$ cat src/rtl/if_fetch_ctrl.sv
`default_nettype none
// ============================================================================
// Module      : if_fetch_ctrl
// Description : Instruction-fetch controller with a one-entry output buffer,
//               redirect handling and a memory-busy timeout.
// Revision    : 1.0 - initial release
// ============================================================================
module if_fetch_ctrl #(
  parameter logic [31:0] RESET_PC   = 32'h0000_3000,
  parameter int unsigned BUSY_LIMIT = 15
) (
  input  logic        clk,
  input  logic        reset,
  input  logic        im_busy,
  input  logic [31:0] im_instr,
  output logic [31:0] im_pc,
  input  logic        stall_in,
  input  logic        redirect_valid,
  input  logic [31:0] redirect_pc,
  output logic        instr_valid,
  output logic [31:0] instr_out,
  output logic [31:0] instr_pc,
  output logic        addr_err,
  output logic        timeout
);

  typedef enum logic [1:0] {
    ST_FETCH = 2'd0,
    ST_HOLD  = 2'd1,
    ST_ERR   = 2'd2
  } state_t;

  localparam logic [7:0] BUSY_LIMIT_C = 8'(BUSY_LIMIT);

  state_t      state_q,     state_d;
  logic [31:0] im_pc_q,     im_pc_d;
  logic        valid_q,     valid_d;
  logic [31:0] out_q,       out_d;
  logic [31:0] ipc_q,       ipc_d;
  logic [7:0]  busy_cnt_q,  busy_cnt_d;
  logic        addr_err_q,  addr_err_d;
  logic        timeout_q,   timeout_d;

  always_comb begin
    state_d    = state_q;
    im_pc_d    = im_pc_q;
    valid_d    = valid_q;
    out_d      = out_q;
    ipc_d      = ipc_q;
    busy_cnt_d = busy_cnt_q;
    addr_err_d = 1'b0;

    if (redirect_valid) begin
      // Redirect overrides everything, including a capture in this cycle
      im_pc_d    = {redirect_pc[31:2], 2'b00};
      valid_d    = 1'b0;
      state_d    = ST_FETCH;
      busy_cnt_d = 8'd0;
      addr_err_d = |redirect_pc[1:0];
    end else begin
      case (state_q)
        ST_FETCH: begin
          if (busy_cnt_q == BUSY_LIMIT_C) begin
            state_d    = ST_ERR;
            valid_d    = 1'b0;
            busy_cnt_d = 8'd0;
          end else if (!im_busy) begin
            busy_cnt_d = 8'd0;
            if (!valid_q || !stall_in) begin
              out_d   = im_instr;
              ipc_d   = im_pc_q;
              valid_d = 1'b1;
              im_pc_d = im_pc_q + 32'd4;
            end else begin
              state_d = ST_HOLD;
            end
          end else begin
            busy_cnt_d = busy_cnt_q + 8'd1;
            if (valid_q && !stall_in) begin
              valid_d = 1'b0;
            end
          end
        end
        ST_HOLD: begin
          busy_cnt_d = 8'd0;
          if (!stall_in) begin
            valid_d = 1'b0;
            state_d = ST_FETCH;
          end
        end
        ST_ERR: begin
          busy_cnt_d = 8'd0;
          valid_d    = 1'b0;
        end
        default: begin
          state_d    = ST_FETCH;
          busy_cnt_d = 8'd0;
          valid_d    = 1'b0;
        end
      endcase
    end

    timeout_d = (state_d == ST_ERR);
  end

  always_ff @(posedge clk or posedge reset) begin
    if (reset) begin
      state_q    <= ST_FETCH;
      im_pc_q    <= RESET_PC;
      valid_q    <= 1'b0;
      out_q      <= 32'd0;
      ipc_q      <= 32'd0;
      busy_cnt_q <= 8'd0;
      addr_err_q <= 1'b0;
      timeout_q  <= 1'b0;
    end else begin
      state_q    <= state_d;
      im_pc_q    <= im_pc_d;
      valid_q    <= valid_d;
      out_q      <= out_d;
      ipc_q      <= ipc_d;
      busy_cnt_q <= busy_cnt_d;
      addr_err_q <= addr_err_d;
      timeout_q  <= timeout_d;
    end
  end

  assign im_pc       = im_pc_q;
  assign instr_valid = valid_q;
  assign instr_out   = out_q;
  assign instr_pc    = ipc_q;
  assign addr_err    = addr_err_q;
  assign timeout     = timeout_q;

endmodule
`default_nettype wire

$ cat config.mk
export PLATFORM = sky130hd
export DESIGN_NAME = if_fetch_ctrl
export DESIGN_NICKNAME = d
export VERILOG_FILES = /design/src/rtl/if_fetch_ctrl.sv
export SDC_FILE = /design/constraint.sdc
export NUM_CORES = 1
export LEC_CHECK = 0
export CAP_MARGIN = 40
export CORE_MARGIN = 4
export CORE_UTILIZATION = 30
export DETAILED_ROUTE_END_ITERATION = 10
export GPL_TIMING_DRIVEN = 0
export MAX_ROUTING_LAYER = met4
export PLACE_DENSITY_LB_ADDON = 0.12
export SLEW_MARGIN = 20
export SYNTH_ARGS = -nofsm -noshare
export SYNTH_HDL_FRONTEND = slang
export SYNTH_SLANG_ARGS = --single-unit
export TNS_END_PERCENT = 10
$ cat constraint.sdc
create_clock -name clk -period 7.6 [get_ports clk]
set_input_delay 2.28 -clock clk [delete_from_list [all_inputs] [get_ports clk]]
set_output_delay 2.28 -clock clk [all_outputs]
set_load 0.05 [all_outputs]
-- Word-level counts from Yosys, hierarchy flattened
Index checks and enable logic that the tools add are counted.
- flip-flop bits (word level): 109
- logic and storage cells: 56
- input port bits: 69
- output and inout bits: 99
- bitwise operators: 3
- add/sub/neg operators: 2
- mux-type cells: 23
- equal/unequal tests: 9
- reduce and logical (&&, ||, !) cells: 11
- operator list (operator ; count):
    $mux 32 ; 5
    $add 32x3->32 const B ; 1
    $mux 8 ; 4
    $mux 2 ; 5
    $ne 5x5->1 const B ; 2
    $add 8x1->8 const B ; 1
    $eq 8x4->1 const B ; 1
    $mux 1 ; 7
    $pmux 2 s3 ; 1
    $reduce_and 5->1 ; 1
    $eq 2x2->1 const B ; 2
    $reduce_and 4->1 ; 1
    $reduce_bool 2->1 ; 2
    $ne 3x3->1 const B ; 1
    $not 1->1 ; 3
    $reduce_and 3->1 ; 1
    $eq 2x1->1 const B ; 1
    $logic_not 1->1 ; 2
    $logic_not 2->1 ; 1
    $ne 2x1->1 const B ; 1
    $ne 2x2->1 const B ; 1
    $pmux 1 s2 ; 1
    $reduce_or 2->1 ; 1
    $logic_and 1x1->1 ; 1
    $logic_or 1x1->1 ; 1

-- Depth between registers and ports, before layout
Gate-level depths: netlist (run 1).
- word-level depth: 8
- depth in mapped cells: 8
- mapped depth without buffers: 6

-- Least setup slack after synthesis (run 1)
No wires, ideal clock.
- kind: input -> register
- from: input port stall_in
- to: register im_pc_q[30], in the netlist im_pc[30]
- arrival: 3.638 ns
- slack: 3.880 ns
- path buffers: 0
- setup time: 0.082 ns
- cell stages on the path: 5
- data required time: 7.518 ns
- path through: a211o_1 -> a211oi_4 -> nand4_1 -> or3_1 -> a31oi_1
- cells in the longest elaborated chain, start to end: 4
- RTL lines (element ; RTL line ; text):
    from (decl) ; 17 ; input logic stall_in,
    $logic_not 1->1 ; - ;
    $logic_or 1x1->1 ; 69 ; if (!valid_q || !stall_in) begin
    $reduce_bool 2->1 (no line) ; - ;
    $reduce_and 4->1 (no line) ; - ;
    to (signal assigned) ; 118 ; im_pc_q <= im_pc_d;
    to (decl) ; 36 ; logic [31:0] im_pc_q, im_pc_d;
Every way passes these cells.
A chain may end at the register's enable or synchronous reset.

-- Worst setup path after layout (run 1)
Ends and elaborated chain as after synthesis.

==> results of run 1 <==
how the worst max path moves through the flow:
stage	slack, ns	cells after the start	to	start
after global placement	0.86	2	instr_pc[17]$_DFFE_PP0P_	reset
final	3.46	6	im_pc[30]$_DFFE_PP0P_	stall_in
after CTS	3.43	6	im_pc[30]$_DFFE_PP0P_	stall_in
after floorplan	2.56	1	addr_err$_DFF_PP0_	reset
after detailed placement	3.06	6	im_pc[30]$_DFFE_PP0P_	stall_in
after global routing	3.31	6	im_pc[30]$_DFFE_PP0P_	stall_in
state kept, by name (all words and copies together), names as in the netlist:
name and count:
instr_out 32, im_pc 30, instr_pc 30, busy_cnt_q 8, state_q 2, addr_err 1
instr_valid 1, timeout 1
report_power, final:
part	total [mW]	internal (mW)	switching, mW
Combinational	0.671	0.249	0.422
Clock	0.480	0.261	0.219
Sequential	0.706	0.645	0.0606
Total	1.86	1.16	0.702
kinds of logic (layout without fill, tap and decap cells):
logic type	Yosys count	count (layout)	synth area share, %
compound gates	35	35	4.36
other cells	1	4	0.0821
fa+ha+maj	2	2	0.548
flops	105	105	57.6
mux	66	66	16.2
buf+inv	25	205	2.63
xor+xnor	32	32	6.14
simple gates	111	111	12.4
worst reg2reg max path, cell delays in order (launching register included):
cell	delay (ns)
dfrtp_1	0.46
ha_1	0.27
nand2_1	0.11
nor3_1	0.63
nand4_1	0.31
or3_1	0.42
a31oi_1	0.16
area by class of cell:
cell class	count	area (sq um)	area share [%]
buffer	20	101	1.50
clock buffer	10	229	3.38
clock inverter	6	75.1	1.11
inverter	5	23.8	0.351
multi-input combinational	250	1830	27.0
sequential	105	2630	38.8
tap	184	230	3.40
timing repair buffer	164	1650	24.4
cell usage in the layout, fill, tap and decap left out, types with 10 or more instances in the layout:
cell type        count
buf_2               10
o21ai_0             27
mux2_2              65
dfrtp_1            103
nand2_1             33
nor2_1              21
clkdlybuf4s50_1    162
xor2_1              24
and3_1              12
nand3_1             10
nand4_1             18
metal layers:
layer  share of wire (%)  global-route usage (%)  up-vias  routed length [microns]
met4                 1.2                    4.55        0                      153
met1                  48                    19.3     1669                     5890
met2                  45                    22.7      115                     5590
met5                   0                       -        -                        0
met3                 5.9                    4.55       11                      735
li1                    -                       -     1673                        -
==> metrics.md, run 1 <==
| Metric | Value |
|---|---|
| Status | `complete, no violations` |
| Most numerous cell in the Yosys netlist | `dfrtp_1` |
| Post-CTS Setup Bufs | `0` |
| DIE AREA | `17300 sq um` |
| Final Hold Fails | `0` |
| Largest net degree at the start of global routing | `67` |
| Share of post-route cells with drive strength above 1 | `18.0%` |
| Remaining global-route overflow | `0` |
| CTS Hold Bufs | `0` |
| Row Count | `44` |
| Fillers | `1376` |
| Syn-to-layout area delta | `48.3%` |
| Pre-CTS WS | `3.06 ns` |
| Routed Antenna Nets | `0` |
| GRT Total Usage | `14.9%` |
| Crit path max-delay family | `compound AO/OA/AOI/OAI gates` |
| Clock Sinks | `105` |
| CTS buffer count | `9` |
| Slew headroom | `51.8%` |
| Critical path launch point type | `input pin` |
| Power density over the cells | `274 nW/um^2` |
| Remaining DRCs | `0` |
| Initial core utilization | `31.1%` |
| Placed Cells | `728` |
| Initial antenna violation count | `0` |
| Post-synth EDFFs | `0` |
| RR Endpoint | `im_pc[30]$_DFFE_PP0P_` |
| Total Power | `1.86 mW` |
| Cells on Worst Hold Path | `1` |
| Syn avg cell area | `12.1 sq um` |
| Final WS setup | `3.46 ns` |
| Reg2Reg Setup Slack | `5.18 ns` |
| Synthesized cell area | `4570 sq um` |
| Pins Over Slew Limit | `0` |
| Req. time, crit path | `7.88 ns` |
| Cells taking the most area after synthesis | `dfrtp_1, mux2_2, xor2_1` |
| Hold_sp | `busy_cnt_q[0]$_DFF_PP0_` |
| Worst Path Buf+Inv | `1` |
| Core Region | `14700 sq um` |
| Top post-synthesis cells by count | `dfrtp_1, mux2_2, nand2_1, o21ai_0, xor2_1` |
| # setup viols final | `0` |
| Worst Tran Pin Value | `0.717 ns` |
| Worst reg2reg path depth | `6` |
| Clock Pin Slew Worst Setup and Hold Paths | `0.07 ns` |
| First-pass GRT wire length | `20.1 mm` |
| Final WL | `12.4 mm` |
| CP endpoint kind | `flip-flop` |
| Core Util, Final | `46.1%` |
| Via count | `3468` |
| Top-area cell type share of the netlist area | `56.4%` |
| Num ports | `168` |
| R2R Path Start | `im_pc[2]$_DFFE_PP0P_` |
| GP Congestion | `0.751` |
| Die Ht | `131 microns` |
| Iter 0 DRT Violations | `133` |
| CTS tree | `done` |
| RSZ-0062 raised after global routing | `false` |
| Synth async-reset ratio | `100%` |
| Total iterations of the first detailed-routing run | `4` |
| Hpwl dp | `9.23 mm` |
| Worst IR Drop VDD | `0.000162 V` |
| Worst stage delay on the critical path | `0.48 ns` |
| Post-cts sizing count | `0` |
| Worst hold path endpoint | `busy_cnt_q[0]$_DFF_PP0_` |
| Fmax | `0.242 GHz` |
| Die width | `131 microns` |
| Max cap viols | `0` |
| Avg WL per Cell | `16.6 microns` |
| Non-filler cells, final | `744` |
| Finished Cell Area | `6770 sq um` |
| Crit Path Category | `input pin to flip-flop` |
| H-tree levels | `3` |
| Root buffer cell | `clkbuf_16` |
| Layout net count | `626` |
| LEAKAGE | `2.81 nW` |
| Critical-path maximum fanout | `9` |
| Fin crit period | `4.14 ns` |
| Dpl cell area | `6470 sq um` |
| Critical path, cell by cell | `clkdlybuf4s50_1 > a211o_1 > a211oi_4 > nand4_1 > or3_1 > a31oi_1` |
| Ant diodes | `0` |
| Worst endpoint data arrival time | `4.42 ns` |
| Clock Skews | `0.00682 ns` |
| Synth Instances | `377` |
| Synthesized flop and latch total | `105` |
| Worst skew pair latency | `0.35 ns` |
| Clock buffer depth | `2` |
| Synth warnings | `0` |
| Final Cycle Share | `54.5%` |
| Register area share after synthesis | `57.6%` |
| Synth cell types | `32` |
| Post-synth top flop | `dfrtp_1` |
| Buffers added on ports | `162` |
| Tightest Hold Check Type | `flip-flop to flip-flop` |
| Critical Path Slowest Stage Cell | `a211oi_4` |
| Dominant cell type by area after synthesis | `dfrtp_1` |
| Hold slack | `0.467 ns` |
| Vias/cell | `4.66` |
| Number of global-route vias before repair | `3709` |
| Setup TNS | `0 ns` |
(Power assumes the default switching activity.)
==> inputs of run 2 (changes only) <==
==> constraint.sdc (replaced) <==
create_clock -name clk -period 4 [get_ports clk]
set_input_delay 1.2 -clock clk [delete_from_list [all_inputs] [get_ports clk]]
set_output_delay 1.2 -clock clk [all_outputs]
set_load 0.05 [all_outputs]
==> results of run 2 <==
Same layout as run 1 (identical final DEF). Status: complete, no violations.
Among the figures that moved: setup slack after placement 3.06 ns -> 0.543 ns; setup slack after layout 3.46 ns -> 0.940 ns; register-to-register setup slack 5.18 ns -> 1.58 ns; total power 1.86 mW -> 3.53 mW; worst IR drop on VDD 0.000162 V -> 0.000307 V
==> RTL change 1 (flow settings as in run 2) <==
The output `timeout` loses its register stage (`timeout_q` becomes a continuous assignment).
--- a/src/rtl/if_fetch_ctrl.sv
+++ b/src/rtl/if_fetch_ctrl.sv
@@ -114,3 +114,2 @@
       addr_err_q <= 1'b0;
-      timeout_q  <= 1'b0;
     end else begin
@@ -123,5 +122,6 @@
       addr_err_q <= addr_err_d;
-      timeout_q  <= timeout_d;
     end
   end
+
+  assign timeout_q = timeout_d;
 
Function: no difference found for any inputs over 4 cycles, from zero or initial values and one cycle with reset high; that may be too few to reach the edited logic, so the function may still have changed.
==> RTL change 1 against run 2 <==
  * Count of clock-buffer cells in the layout is the same
  * Critical path type is now input port to output pin
  * Final area fell by 0.61%
  * Core utilization down 0.28 points
  * Synthesized cell count shrank 0.27%
  * Setup slack worse by 0.65 ns
  * Routed wire length decreased by 0.36%
  * Via count up 1.4%
  * First-iteration DRC count fell by 11%
  * Total power shrank 1.9%
  * Synthesized area is 0.55% lower
  * Clock skew grew 0.0010 ns
  * Sequential cell count decreased by 1
==> RTL change 1: results <==
metrics = {
    "synthesis": {
        "sequential_fraction_of_the_synthesis_area_pct": 57.36,
        "synth_top_cells_by_area": "sky130_fd_sc_hd__dfrtp_1, sky130_fd_sc_hd__mux2_2, sky130_fd_sc_hd__xor2_1",
        "synth_common_cells": "sky130_fd_sc_hd__dfrtp_1, sky130_fd_sc_hd__mux2_2, sky130_fd_sc_hd__nand2_1",
        "compound_gate_fraction_of_synth_area_pct": 4.380,
        "synth_fa_ha_area_share_pct": 0.5510,
        "post_synth_mux_area_share_pct": 16.34,
    },
    "setup_path": {
        "rrSetupSlack_ns": 1.61,
        "cp.arrival_ns": 2.51,
        "cp_slowest_cell": "sky130_fd_sc_hd__dlygate4sd2_1",
        "cp_slowest_stage_delay_ns": 0.56,
        "r2r.worst_path.cells": 7,
        "regToRegStartpoint": "busy_cnt_q[0]$_DFF_PP0_",
        "cp-endpoint": "timeout",
        "crit_fanout": 10,
        "cpLargestDelayFamily": "buffers and inverters",
    },
    "grt": {
        "grt_pass1_wl_um": 19290,
        "first_global_vias": 3588,
        "pin_count_of_the_biggest_net_entering_global_routing": 68,
        "grt_usage_pct": 15.11,
        "grt_util_met2_pct": 23.45,
    },
    "finish": {
        "seq_area_share_pct": 38.71,
        "clk_tree_area_share_pct": 4.294,
        "nFillCells": 1340,
        "layout.cells.non_filler": 743,
        "share_of_cell_area_taken_by_multi_input_logic_gates_pct": 27.16,
    },
    "clock_network": {
        "ctsResizeCount": 1,
        "post_cts_buffers": 0,
    },
    "route": {
        "detailroute.via_count": 3515,
        "met2_length_um": 5572,
        "met3RoutedLength_um": 866,
        "met1_length_um": 5717,
    },
    "placed_design": {
        "placement.cell_area_um2": 6442,
        "dpl.hpwl_um": 9243,
        "dp_slack_ns": -0.002330,
    },
    "pwr": {
        "leakage_nw": 2.799,
        "vdd_ir_drop_max_mv": 0.2593,
        "share_of_power_burned_in_combinational_logic_pct": 36.8,
    },
    "sta": {
        "fin_worst_skew_ns": 0.007865,
        "worst_pin_slew_ns": 0.7240,
        "final_critical_path_setup_slack_ns": 0.2869,
    },
    "outcome": {
        "status": "finished, final reports clean",
    },
}
RTL change 1: cell count changes in the layout (fill, tap and decap cells not counted):
cell                              change
sky130_fd_sc_hd__bufinv_16            -1
sky130_fd_sc_hd__clkbuf_1             -1
sky130_fd_sc_hd__clkbuf_8             +1
sky130_fd_sc_hd__clkdlybuf4s50_1      -1
sky130_fd_sc_hd__clkinv_2             +1
sky130_fd_sc_hd__dfrtp_1              -1
sky130_fd_sc_hd__dlygate4sd2_1        +1
RTL change 1: stage by stage:
step | utilization (%) | setup TNS (ns) | total power [mW] | hold WS, ns
5_1_grt | 45.79 | 0 | 3.631 | 0.5063
3_3_place_gp | 43.57 | -172.55 | 2.622 | 0.4455
4_1_cts | 45.79 | 0 | 3.526 | 0.4760
6_report | 45.79 | 0 | 3.464 | 0.4681
2_1_floorplan | - | 0 | 2.148 | 0.4329
3_5_place_dp | 43.83 | -0.002330 | 2.641 | 0.4664
==> RTL change 2 (settings of run 2) <==
Made on the original files. The parameter `BUSY_LIMIT` goes from 15 to 11.
--- a/src/rtl/if_fetch_ctrl.sv
+++ b/src/rtl/if_fetch_ctrl.sv
@@ -9,3 +9,3 @@
   parameter logic [31:0] RESET_PC   = 32'h0000_3000,
-  parameter int unsigned BUSY_LIMIT = 15
+  parameter int unsigned BUSY_LIMIT = 11
 ) (
Check against the original RTL: no difference found for any inputs over 4 cycles, from zero or initial values and one cycle with reset high; that may be too few to reach the edited logic, so the function may still have changed.
==> RTL change 2 against run 2 <==
  * Maximum frequency is 3.3% higher
  * Synthesized area is 2.6% higher
  * Synthesized cell count is 3.7% higher
  * Die area increased by 2.4%
  * Setup slack improved by 0.097 ns
  * Total power about the same
  * Sequential share of layout area shrank 0.90 points
  * Critical path depth down 5
  * Routed wire length rose by 4.6%
  * Sequential cell count is the same
  * Final area increased by 2.4%
  * Count of clock-buffer cells in the layout up 2
==> RTL change 2: results <==
metrics = {
    "synthesis": {
        "synth_top_cells_by_area": "sky130_fd_sc_hd__dfrtp_1, sky130_fd_sc_hd__mux2_2, sky130_fd_sc_hd__xor2_1",
        "synth_common_cells": "sky130_fd_sc_hd__dfrtp_1, sky130_fd_sc_hd__mux2_2, sky130_fd_sc_hd__nand2_1",
    },
    "finish": {
        "drive_gt1_share_pct": 18.64,
        "nFillCells": 1465,
        "fin_nets": 640,
        "layout.nonclk_buf_share_pct": 25.83,
        "multi_input_comb_cells": 262,
        "final.clkbuf_count": 12,
        "area_taken_by_multi_input_logic_gates_um2": 1921,
        "inverters_excl_clock": 4,
    },
    "grt": {
        "grt_pass1_wl_um": 21000,
        "pin_count_of_the_biggest_net_entering_global_routing": 54,
        "groute.layer.met3.usage_pct": 4.601,
        "grt.met1_usage_pct": 19.57,
        "first_global_vias": 3791,
    },
    "outcome": {
        "status": "finished, final reports clean",
    },
    "setup_path": {
        "rrSetupSlack_ns": 1.89,
        "setup.worst_path.start": "im_pc[12]$_DFFE_PP1P_",
        "regToRegStartpoint": "busy_cnt_q[5]$_DFF_PP0_",
        "cp.arrival_ns": 1.76,
    },
    "sta": {
        "worst_pin_slew_ns": 0.5557,
        "layout_worst_path_cycle_share_pct": 74.08,
        "fin_worst_skew_ns": 0.008102,
    },
    "placed_design": {
        "dpl.hpwl_um": 9527,
        "place.port_buffers": 163,
        "gp_congestion": 0.7458,
    },
    "route": {
        "first_iter_violations": 110,
    },
    "pwr": {
        "leakage_nw": 2.850,
        "vdd_ir_drop_max_mv": 0.3155,
    },
}
## RTL change 2: per-layer routing
| metal | share of wire [%] | vias up |
|---|---|---|
| li1 | - | 1714 |
| met1 | 45 | 1771 |
| met2 | 47 | 130 |
| met3 | 6.6 | 14 |
| met4 | 1.6 | 0 |
| met5 | 0 | - |
## RTL change 2: report_power, final
group          switching [mW]  internal [mW]  leakage, nW
Sequential              0.112           1.23         1.28
Combinational           0.807          0.476         1.42
Clock                   0.389          0.520        0.149
## RTL change 2: final timing paths
check | cells past startpoint | to
min in group asynchronous | 2 | instr_out[11]$_DFFE_PP0P_
max in group asynchronous | 3 | im_pc[12]$_DFFE_PP1P_
worst min register to register | 1 | busy_cnt_q[0]$_DFF_PP0_
worst max-delay path | 1 | im_pc[12]
worst max register to register | 5 | instr_pc[26]$_DFFE_PP0P_
worst min-delay path | 1 | busy_cnt_q[0]$_DFF_PP0_
## RTL change 2: per-stage QoR
stage / worst slack [ns] / cell area, µm² / setup TNS, ns / instances / hold WS (ns)
floorplan: 0.04277 / 4697 / 0 / 394 / 0.4473
global placement: -1.750 / 6593 / -180.37 / 768 / 0.4629
detailed placement: 0.8137 / 6625 / 0 / 769 / 0.4782
CTS: 1.014 / 6933 / 0 / 785 / 0.4873
global route: 0.9512 / 6933 / 0 / 785 / 0.5079
finish: 1.037 / 6933 / 0 / 785 / 0.4776
## RTL change 2: cells by family (layout without fill, tap and decap cells)
group | after synthesis | after routing | synth area share, %
adders and majority gates | 2 | 2 | 0.5340
muxes | 63 | 63 | 15.11
buffers and inverters | 27 | 207 | 3.124
other | 1 | 4 | 0.08003
DFF | 105 | 105 | 56.13
AOI/OAI and AO/OA | 40 | 40 | 5.234
and+or+nand+nor | 121 | 121 | 13.81
xor gates and xnor gates | 32 | 32 | 5.981
